[src/rtl/ex_issue_buffer_if.sv]
// ID -> EX issue bus: the decoded op travelling from decode into the issue
// buffer, and the selected operands leaving it for the execute-stage FU.
// master = ID/EX environment side, slave = the issue buffer itself.
interface ex_issue_buffer_if #(
   parameter int XLEN = 32,
   parameter int RD_W = 5
) ();

   // ID side
   logic            in_valid;
   logic            in_ready;
   logic [6:0]      in_funct7;
   logic [2:0]      in_funct3;
   logic [XLEN-1:0] in_rs1_val;
   logic [XLEN-1:0] in_rs2_val;
   logic [XLEN-1:0] in_imm;
   logic            in_use_imm;
   logic [RD_W-1:0] in_rd;

   // EX side
   logic            out_valid;
   logic            out_ready;
   logic [6:0]      out_funct7;
   logic [2:0]      out_funct3;
   logic [XLEN-1:0] out_a;
   logic [XLEN-1:0] out_b;
   logic [RD_W-1:0] out_rd;

   modport master (
      output in_valid, in_funct7, in_funct3, in_rs1_val, in_rs2_val,
             in_imm, in_use_imm, in_rd, out_ready,
      input  in_ready, out_valid, out_funct7, out_funct3, out_a, out_b, out_rd
   );

   modport slave (
      input  in_valid, in_funct7, in_funct3, in_rs1_val, in_rs2_val,
             in_imm, in_use_imm, in_rd, out_ready,
      output in_ready, out_valid, out_funct7, out_funct3, out_a, out_b, out_rd
   );

endinterface

[src/rtl/ex_issue_buffer.sv]
// ID/EX issue buffer: two-entry (MAIN + SKID) stage register in front of the
// execute-stage FU. Selects operand B, cleans funct7 for I-type ops and
// absorbs one cycle of EX backpressure without dropping or repeating ops.
module ex_issue_buffer #(
   parameter int XLEN = 32,
   parameter int RD_W = 5
) (
   input  logic                   clk,
   input  logic                   rst,
   input  logic                   flush,
   ex_issue_buffer_if.slave       bus
);

   // EMPTY: nothing held; ONE: MAIN valid; FULL: MAIN and SKID valid
   typedef enum logic [1:0] {
      ST_EMPTY = 2'd0,
      ST_ONE   = 2'd1,
      ST_FULL  = 2'd2
   } state_t;

   typedef struct packed {
      logic [6:0]      funct7;
      logic [2:0]      funct3;
      logic [XLEN-1:0] a;
      logic [XLEN-1:0] b;
      logic [RD_W-1:0] rd;
   } op_t;

   state_t r_state;
   state_t w_state_next;

   op_t    r_main;
   op_t    r_skid;
   op_t    w_in_op;

   logic   w_in_ready;
   logic   w_out_valid;
   logic   w_push;
   logic   w_pop;
   logic   w_load_main_in;
   logic   w_load_main_skid;
   logic   w_load_skid;

   // Build the op as it will be stored: operand select and funct7 clean-up.
   // Only shift-immediates (SLLI/SRLI/SRAI) carry a real funct7 in imm[11:5];
   // every other I-type op forces funct7 to zero so the FU never sees SUB/SRA.
   always_comb begin
      w_in_op        = '0;
      w_in_op.funct3 = bus.in_funct3;
      w_in_op.a      = bus.in_rs1_val;
      w_in_op.b      = bus.in_use_imm ? bus.in_imm : bus.in_rs2_val;
      w_in_op.rd     = bus.in_rd;
      if (!bus.in_use_imm) begin
         w_in_op.funct7 = bus.in_funct7;
      end else if ((bus.in_funct3 == 3'b101) || (bus.in_funct3 == 3'b001)) begin
         w_in_op.funct7 = bus.in_imm[11:5];
      end else begin
         w_in_op.funct7 = 7'b0;
      end
   end

   assign w_push = bus.in_valid & w_in_ready;
   assign w_pop  = w_out_valid & bus.out_ready;

   // State register
   always_ff @(posedge clk) begin
      if (rst) begin
         r_state <= ST_EMPTY;
      end else begin
         r_state <= w_state_next;
      end
   end

   // Next-state and entry-load steering; flush overrides any push/pop
   always_comb begin
      w_state_next     = r_state;
      w_load_main_in   = 1'b0;
      w_load_main_skid = 1'b0;
      w_load_skid      = 1'b0;
      if (flush) begin
         w_state_next = ST_EMPTY;
      end else begin
         case (r_state)
            ST_EMPTY: begin
               if (w_push) begin
                  w_state_next   = ST_ONE;
                  w_load_main_in = 1'b1;
               end
            end
            ST_ONE: begin
               if (w_push && w_pop) begin
                  w_load_main_in = 1'b1;
               end else if (w_push) begin
                  w_state_next = ST_FULL;
                  w_load_skid  = 1'b1;
               end else if (w_pop) begin
                  w_state_next = ST_EMPTY;
               end
            end
            ST_FULL: begin
               // in_ready is low here, so only a pop can happen
               if (w_pop) begin
                  w_state_next     = ST_ONE;
                  w_load_main_skid = 1'b1;
               end
            end
            default: begin
               w_state_next = ST_EMPTY;
            end
         endcase
      end
   end

   // Handshake outputs: pure functions of state and rst, never of in_valid
   always_comb begin
      w_in_ready  = ~rst & (r_state != ST_FULL);
      w_out_valid = ~rst & ((r_state == ST_ONE) || (r_state == ST_FULL));
   end

   // Entry payload registers; SKID drains into MAIN to keep FIFO order
   always_ff @(posedge clk) begin
      if (rst) begin
         r_main <= '0;
         r_skid <= '0;
      end else begin
         if (w_load_main_in) begin
            r_main <= w_in_op;
         end else if (w_load_main_skid) begin
            r_main <= r_skid;
         end
         if (w_load_skid) begin
            r_skid <= w_in_op;
         end
      end
   end

   assign bus.in_ready   = w_in_ready;
   assign bus.out_valid  = w_out_valid;
   assign bus.out_funct7 = r_main.funct7;
   assign bus.out_funct3 = r_main.funct3;
   assign bus.out_a      = r_main.a;
   assign bus.out_b      = r_main.b;
   assign bus.out_rd     = r_main.rd;

endmodule
[src/flat_wrapper.sv]
// flat-port wrapper written by rule: the top's interface ports become plain ports
module ex_issue_buffer_flat 
#(
   parameter int XLEN = 32,
   parameter int RD_W = 5
)
  (clk, rst, flush, bus_in_valid, bus_in_funct7, bus_in_funct3, bus_in_rs1_val, bus_in_rs2_val, bus_in_imm, bus_in_use_imm, bus_in_rd, bus_out_ready, bus_in_ready, bus_out_valid, bus_out_funct7, bus_out_funct3, bus_out_a, bus_out_b, bus_out_rd);
  ex_issue_buffer_if #(.XLEN(XLEN), .RD_W(RD_W)) bus_i ();
  input  logic clk;
  input  logic rst;
  input  logic flush;
  input wire logic [$bits(bus_i.in_valid)-1:0] bus_in_valid;
  input wire logic [$bits(bus_i.in_funct7)-1:0] bus_in_funct7;
  input wire logic [$bits(bus_i.in_funct3)-1:0] bus_in_funct3;
  input wire logic [$bits(bus_i.in_rs1_val)-1:0] bus_in_rs1_val;
  input wire logic [$bits(bus_i.in_rs2_val)-1:0] bus_in_rs2_val;
  input wire logic [$bits(bus_i.in_imm)-1:0] bus_in_imm;
  input wire logic [$bits(bus_i.in_use_imm)-1:0] bus_in_use_imm;
  input wire logic [$bits(bus_i.in_rd)-1:0] bus_in_rd;
  input wire logic [$bits(bus_i.out_ready)-1:0] bus_out_ready;
  output wire logic [$bits(bus_i.in_ready)-1:0] bus_in_ready;
  output wire logic [$bits(bus_i.out_valid)-1:0] bus_out_valid;
  output wire logic [$bits(bus_i.out_funct7)-1:0] bus_out_funct7;
  output wire logic [$bits(bus_i.out_funct3)-1:0] bus_out_funct3;
  output wire logic [$bits(bus_i.out_a)-1:0] bus_out_a;
  output wire logic [$bits(bus_i.out_b)-1:0] bus_out_b;
  output wire logic [$bits(bus_i.out_rd)-1:0] bus_out_rd;
  assign bus_i.in_valid = bus_in_valid;
  assign bus_i.in_funct7 = bus_in_funct7;
  assign bus_i.in_funct3 = bus_in_funct3;
  assign bus_i.in_rs1_val = bus_in_rs1_val;
  assign bus_i.in_rs2_val = bus_in_rs2_val;
  assign bus_i.in_imm = bus_in_imm;
  assign bus_i.in_use_imm = bus_in_use_imm;
  assign bus_i.in_rd = bus_in_rd;
  assign bus_i.out_ready = bus_out_ready;
  assign bus_in_ready = bus_i.in_ready;
  assign bus_out_valid = bus_i.out_valid;
  assign bus_out_funct7 = bus_i.out_funct7;
  assign bus_out_funct3 = bus_i.out_funct3;
  assign bus_out_a = bus_i.out_a;
  assign bus_out_b = bus_i.out_b;
  assign bus_out_rd = bus_i.out_rd;
  ex_issue_buffer #(.XLEN(XLEN), .RD_W(RD_W)) u_core (.clk(clk), .rst(rst), .flush(flush), .bus(bus_i));
endmodule
[config.mk]
export PLATFORM = sky130hd
export DESIGN_NAME = ex_issue_buffer_flat
export DESIGN_NICKNAME = d
export VERILOG_FILES = /design/src/rtl/ex_issue_buffer_if.sv /design/src/rtl/ex_issue_buffer.sv /design/src/flat_wrapper.sv
export SDC_FILE = /design/constraint.sdc
export NUM_CORES = 1
export LEC_CHECK = 0
export ABC_AREA = 1
export CELL_PAD_IN_SITES_DETAIL_PLACEMENT = 0
export CELL_PAD_IN_SITES_GLOBAL_PLACEMENT = 1
export CORE_MARGIN = 10
export CORE_UTILIZATION = 35
export CTS_CLUSTER_DIAMETER = 120
export DETAILED_ROUTE_END_ITERATION = 8
export DONT_BUFFER_PORTS = 1
export PLACE_DENSITY_LB_ADDON = 0.1
export SYNTH_ARGS = -nofsm -noshare
export SYNTH_HDL_FRONTEND = slang
export SYNTH_SLANG_ARGS = --single-unit
[constraint.sdc]
create_clock -name clk -period 3 [get_ports clk]
set_input_delay 0.9 -clock clk [delete_from_list [all_inputs] [get_ports clk]]
set_output_delay 0.9 -clock clk [all_outputs]
set_load 0.005 [all_outputs]
==> results of run 1 <==
[cell families (layout without fill, tap and decap cells)]
family / after synthesis / after routing / share of synthesized area, %
AO/OA/AOI/OAI: 229 / 229 / 17.0
adder cells (fa/ha/maj): 4 / 4 / 0.687
buffers and inverters: 145 / 99 / 8.10
flip-flops: 160 / 160 / 44.0
multiplexers: 25 / 25 / 3.43
AND/OR/NAND/NOR: 453 / 453 / 26.8
[report_power, final]
part	switching, mW	leakage, nW	internal, mW
Sequential	0.0661	1.30	2.20
Combinational	0.253	1.75	0.128
Clock	0.951	0.265	1.16
[layer usage]
layer	routed length, um	vias to the layer above	track usage [%]	part of all wire (%)
met5	0	-	0	0
met4	234	0	4.67	1.0
met3	1820	11	5.68	8.0
met2	10600	140	26.4	47
met1	10000	3011	20.4	44
li1	-	3283	-	-
[area by class of cell]
type                       instances  area (um^2)
fill                            2243        12400
multi-input combinational        711         3510
sequential                       160         3200
clock buffer                      18          429
tap                              270          338
inverter                          57          218
timing repair buffer              10          138
clock inverter                    14          131
[cells in the final DEF, fill, tap and decap left out, types with 7 or more instances in the layout]
master | Yosys | final
a22oi_1 | 7 | 7
a21oi_1 | 140 | 140
o21ai_0 | 56 | 56
nand2_1 | 252 | 252
nand3_1 | 160 | 160
nor2_1 | 35 | 35
a211oi_1 | 25 | 25
clkbuf_16 | 0 | 17
inv_1 | 53 | 53
dfxtp_1 | 160 | 160
mux2i_1 | 25 | 25
[final timing paths]
path	from	endpoint	slack [ps]	depth (start not counted)
hold / removal	u_core.r_skid[23]	u_core.r_skid[23]	490	2
hold reg to reg	u_core.r_skid[23]	u_core.r_skid[23]	490	2
setup reg to reg	u_core.r_state[0]	u_core.r_skid[69]	790	8
setup / recovery	u_core.r_state[0]	bus_out_valid	600	4
[stage by stage]
step / hold WS [ps] / cells / setup slack [ps]
4_1_cts: 490 / 1240 / 542
3_5_place_dp: 482 / 1208 / 659
6_report: 491 / 1240 / 596
5_1_grt: 512 / 1240 / 503
3_3_place_gp: 479 / 1208 / 698
2_1_floorplan: 471 / 1016 / 685
[tightest hold or removal path: cells and delay by family (launching register included)]
family	cells	cell delay (ps)
compound gates	1	40
flops	1	310
simple gates	1	90
[flip-flops by register name, summed over array words and instances, names as in the netlist]
signal,count
u_core.bus.out_funct7,7
u_core.r_state,2
u_core.bus.out_rd,5
u_core.bus.out_a,32
u_core.r_skid,79
u_core.bus.out_funct3,3
u_core.bus.out_b,32
==> reports/qor.yml, run 1 <==
timing:
  fmax_mhz: 416
  tightest_slew_ps: 585
  finalClockSkew_ps: 12.0
  fin_crit_ps: 2400
  drv_slew: 0
  finalSetupTns_ps: 0
  hold_viol: 0
  fin_crit_sh_pct: 80.1
  finalSetupViolCount: 0
  slew_headroom_pct: 60.9
  grt_setup_unrepaired: "false"
setup_path:
  max_stage_delay_ps: 390
  arrival_ps: 1500
  cp_data_required_time_ps: 2100
  path_cells: "inv_1, ha_1, inv_1, nor2_1"
  cp_slowest_cell: "dfxtp_1"
  critPathCaptureType: "output port"
  critPathMaxFanout: 4
  critical_path.top_delay_family: "flip-flops"
  path_buf_inv: 2
  cp_common_cell: "inv_1"
  startpoint_type: "flip-flop"
  crit_type: "reg2out"
finish:
  finalCoreUtilization_pct: 39.1
  drive_above_1_share_pct: 5.36
  syn_to_final_growth_pct: 9.29
  fin_area_um2: 7960
  layout.nets: 1078
  antennaDiodeCount: 0
global_route:
  grt_pass1_vias: 6307
  antenna_found_initial: 0
  grt_pass1_wl_um: 35600
  grt_usage_pct: 16.4
  grt-ovfl-total: 0
  grt_max_degree: 131
synth:
  synth_top_area_cell: "dfxtp_1"
  ys_seq_area_share_pct: 44.0
  synth_area_leaders: "dfxtp_1 (44%), nand2_1 (13%), nand3_1 (11%)"
  yosys_warnings: 0
  synth_top_cell_area_share_pct: 44.0
  syn_nets: 1137
  syn-cell-area_um2: 7290
  yosysMostFrequentCell: "nand2_1"
  ys_seq_elements: 160
  synth-edff-count: 0
  synth_top_flop_cell: "dfxtp_1"
  synthArstFlopShare_pct: 0
  synthCells: 1016
  syn_avg_cell_area_um2: 7.17
  yosys-top-cells-count: "nand2_1 (252), dfxtp_1 (160), nand3_1 (160), a21oi_1 (140), o21ai_0 (56)"
  synth_cell_type_count: 23
power_and_ir_drop:
  p_total_mw: 4.76
  p_leak_nw: 3.31
  power_density_nw_per_um2: 598
  irDropWorstVdd_mv: 0.324
hold_path:
  hold_class: "reg2reg"
cts:
  ctsHoldBuffers: 0
  cts_buffer_depth: 2
  clkSinkCount: 160
  cts_setup_buffers: 0
  path_clk_slew_ps: 70
  worstSkewPairLatency_ps: 420
  root_buffer: "clkbuf_16"
  cts-buffers-inserted: 17
  cts_tree: "yes"
  cts_max_level: 4
  cts_resized: 0
detailed_routing:
  drt_iter0_markers: 326
  vias: 6445
  drc_errors: 0
  via_per_inst: 5.20
  firstDrtPassIters: 6
  postRouteWirelength_um: 22700
  wl_per_cell_um: 18.3
  ant_nets: 0
floorplanning:
  initial_utilization_pct: 35.8
  fp.dieH_um: 164
  num_io_pins: 198
  die_w_um: 164
  dieArea_um2: 27000
  num_rows: 52
  core_area_um2: 20400
job:
  cap_violations: 0
status:
  status: "finished, final reports clean"
placed_design:
  placed_area_um2: 7400
  hpwl_um: 13500
  port_buffers: 0
  gp_congestion: 0.726
Note: power is estimated with default switching activity, not from simulation.
==> run 2: changes to the inputs <==
- clock period: 3 -> 2.2 ns (I/O delays scaled with it)
==> reports/qor.yml, run 2 (synthesis results as in run 1) <==
placed_design:
  gp_congestion: 0.712
  place_inst: 1220
  placed_area_um2: 7590
  hpwl_um: 14400
  pre_cts_ws_ps: 119
  port_buffers: 0
finish:
  drive_above_1_share_pct: 7.29
  layout_commonest_cell: "nand2_1"
  antennaDiodeCount: 0
  mostFrequentLayoutCells: "nand2_1 (252), nand3_1 (160), dfxtp_1 (159)"
  layout.nets: 1096
  finalCoreUtilization_pct: 40.6
  regMostFlops: "u_core.r_skid"
  largest_reg_flops: 79
  fin_area_um2: 8260
  syn_to_final_growth_pct: 13.4
  instances_no_fill: 1258
cts:
  cts_max_level: 4
  ctsHoldBuffers: 0
  root_buffer: "clkbuf_16"
  cts_tree: "yes"
  cts_buffer_depth: 2
  path_clk_slew_ps: 70
  cts-buffers-inserted: 17
  worstSkewPairLatency_ps: 430
  clkSinkCount: 160
detailed_routing:
  ant_nets: 0
  drt_iter0_markers: 364
  drc_errors: 0
  firstDrtPassIters: 8
  via_per_inst: 5.17
  wl_per_cell_um: 18.7
  vias: 6498
  postRouteWirelength_um: 23500
setup_path:
  critPathMaxFanout: 4
  arrival_ps: 1430
  cp_slowest_cell: "dfxtp_1"
  crit_type: "reg2out"
  max_stage_delay_ps: 380
  cp_data_required_time_ps: 1540
  critPathCaptureType: "output port"
  startpoint_type: "flip-flop"
  cp_common_cell: "inv_1"
  path_cells: "inv_1, ha_1, inv_1, nor2_2"
timing:
  finalSetupViolCount: 0
  setup_ws_ps: 114
  fin_crit_ps: 2090
  finalSetupTns_ps: 0
  finalClockSkew_ps: 16.4
  grt_setup_unrepaired: "false"
  whs_ps: 293
  fin_crit_sh_pct: 94.8
  tightest_slew_ps: 628
  drv_slew: 0
  fmax_mhz: 479
  slew_headroom_pct: 58.0
  hold_viol: 0
power_and_ir_drop:
  p_seq_share_pct: 46.9
  power_density_nw_per_um2: 799
  power_switching_mw: 1.72
  switching_share_pct: 26.1
  combPwrFrac_pct: 8.6
  irDropWorstVdd_mv: 0.478
  p_total_mw: 6.60
  p_int_mw: 4.88
  clock_power_share_pct: 44.5
  p_leak_nw: 3.46
global_route:
  grt_pass1_vias: 6346
  grt_usage_pct: 16.6
  grt-ovfl-total: 0
  grt_pass1_wl_um: 36100
  grt_use_met1_pct: 20.5
  grt_busiest_layer: "met2"
  use_met2_pct: 26.4
  antenna_found_initial: 0
  grt_max_degree: 109
  use_met3_pct: 6.68
job:
  cap_violations: 0
floorplanning:
  num_rows: 52
  dieArea_um2: 27000
  initial_utilization_pct: 35.8
  core_area_um2: 20400
  num_io_pins: 198
  fp.dieH_um: 164
  die_w_um: 164
status:
  status: "finished, final reports clean"
hold_path:
  hold_class: "in2reg"
-- run 2: cell types whose count changed in the layout (fill, tap and decap cells not counted), moves of 2 or more --
cell and delta:
clkinv_4 +2, inv_6 -5, clkbuf_8 +3, buf_12 +9
buf_4 +6
-- run 2: path summary, 6_finish.rpt --
path / from / end / slack (ps) / cells after the start
max: u_core.r_state[1] / bus_out_valid / 110 / 4
min: rst / u_core.bus.out_a[28] / 290 / 1
max reg2reg: u_core.r_state[1] / u_core.r_skid[3] / 220 / 9
min reg2reg: u_core.r_skid[30] / u_core.r_skid[30] / 490 / 2
-- run 2: metal layers --
layer,up-vias,wire length [um]
li1,3324,-
met3,8,2010
met4,0,148
met2,155,11000
met1,3011,10400
met5,-,0
-- run 2: what timing repair did --
action	CTS	global route
setup endpoints to repair	0	102
setup buffers	0	4
gates resized for setup	0	4
-- run 2: worst max-delay path, delay by kind of cell (launching register included) --
family,cells,cell delay (ps)
simple gates,1,130
buf+inv,2,160
flops,1,380
fa+ha+maj,1,340
-- run 2: cell type report --
type,instances,area (um^2)
Clock buffer,22,474
Clock inverter,10,104
Fill cell,2212,12100
Multi-Input combinational cell,712,3520
Sequential cell,160,3200
Tap cell,270,338
Inverter,57,218
Timing Repair Buffer,27,399
-- run 2: power by group through the flow --
stage,clock network (mW),registers (mW),logic [mW]
detailed placement,0,3.17,0.544
finish,2.94,3.10,0.570
global route,3.13,3.11,0.648
floorplan,0,3.13,0.442
global placement,0,3.17,0.543
CTS,3.02,3.10,0.545
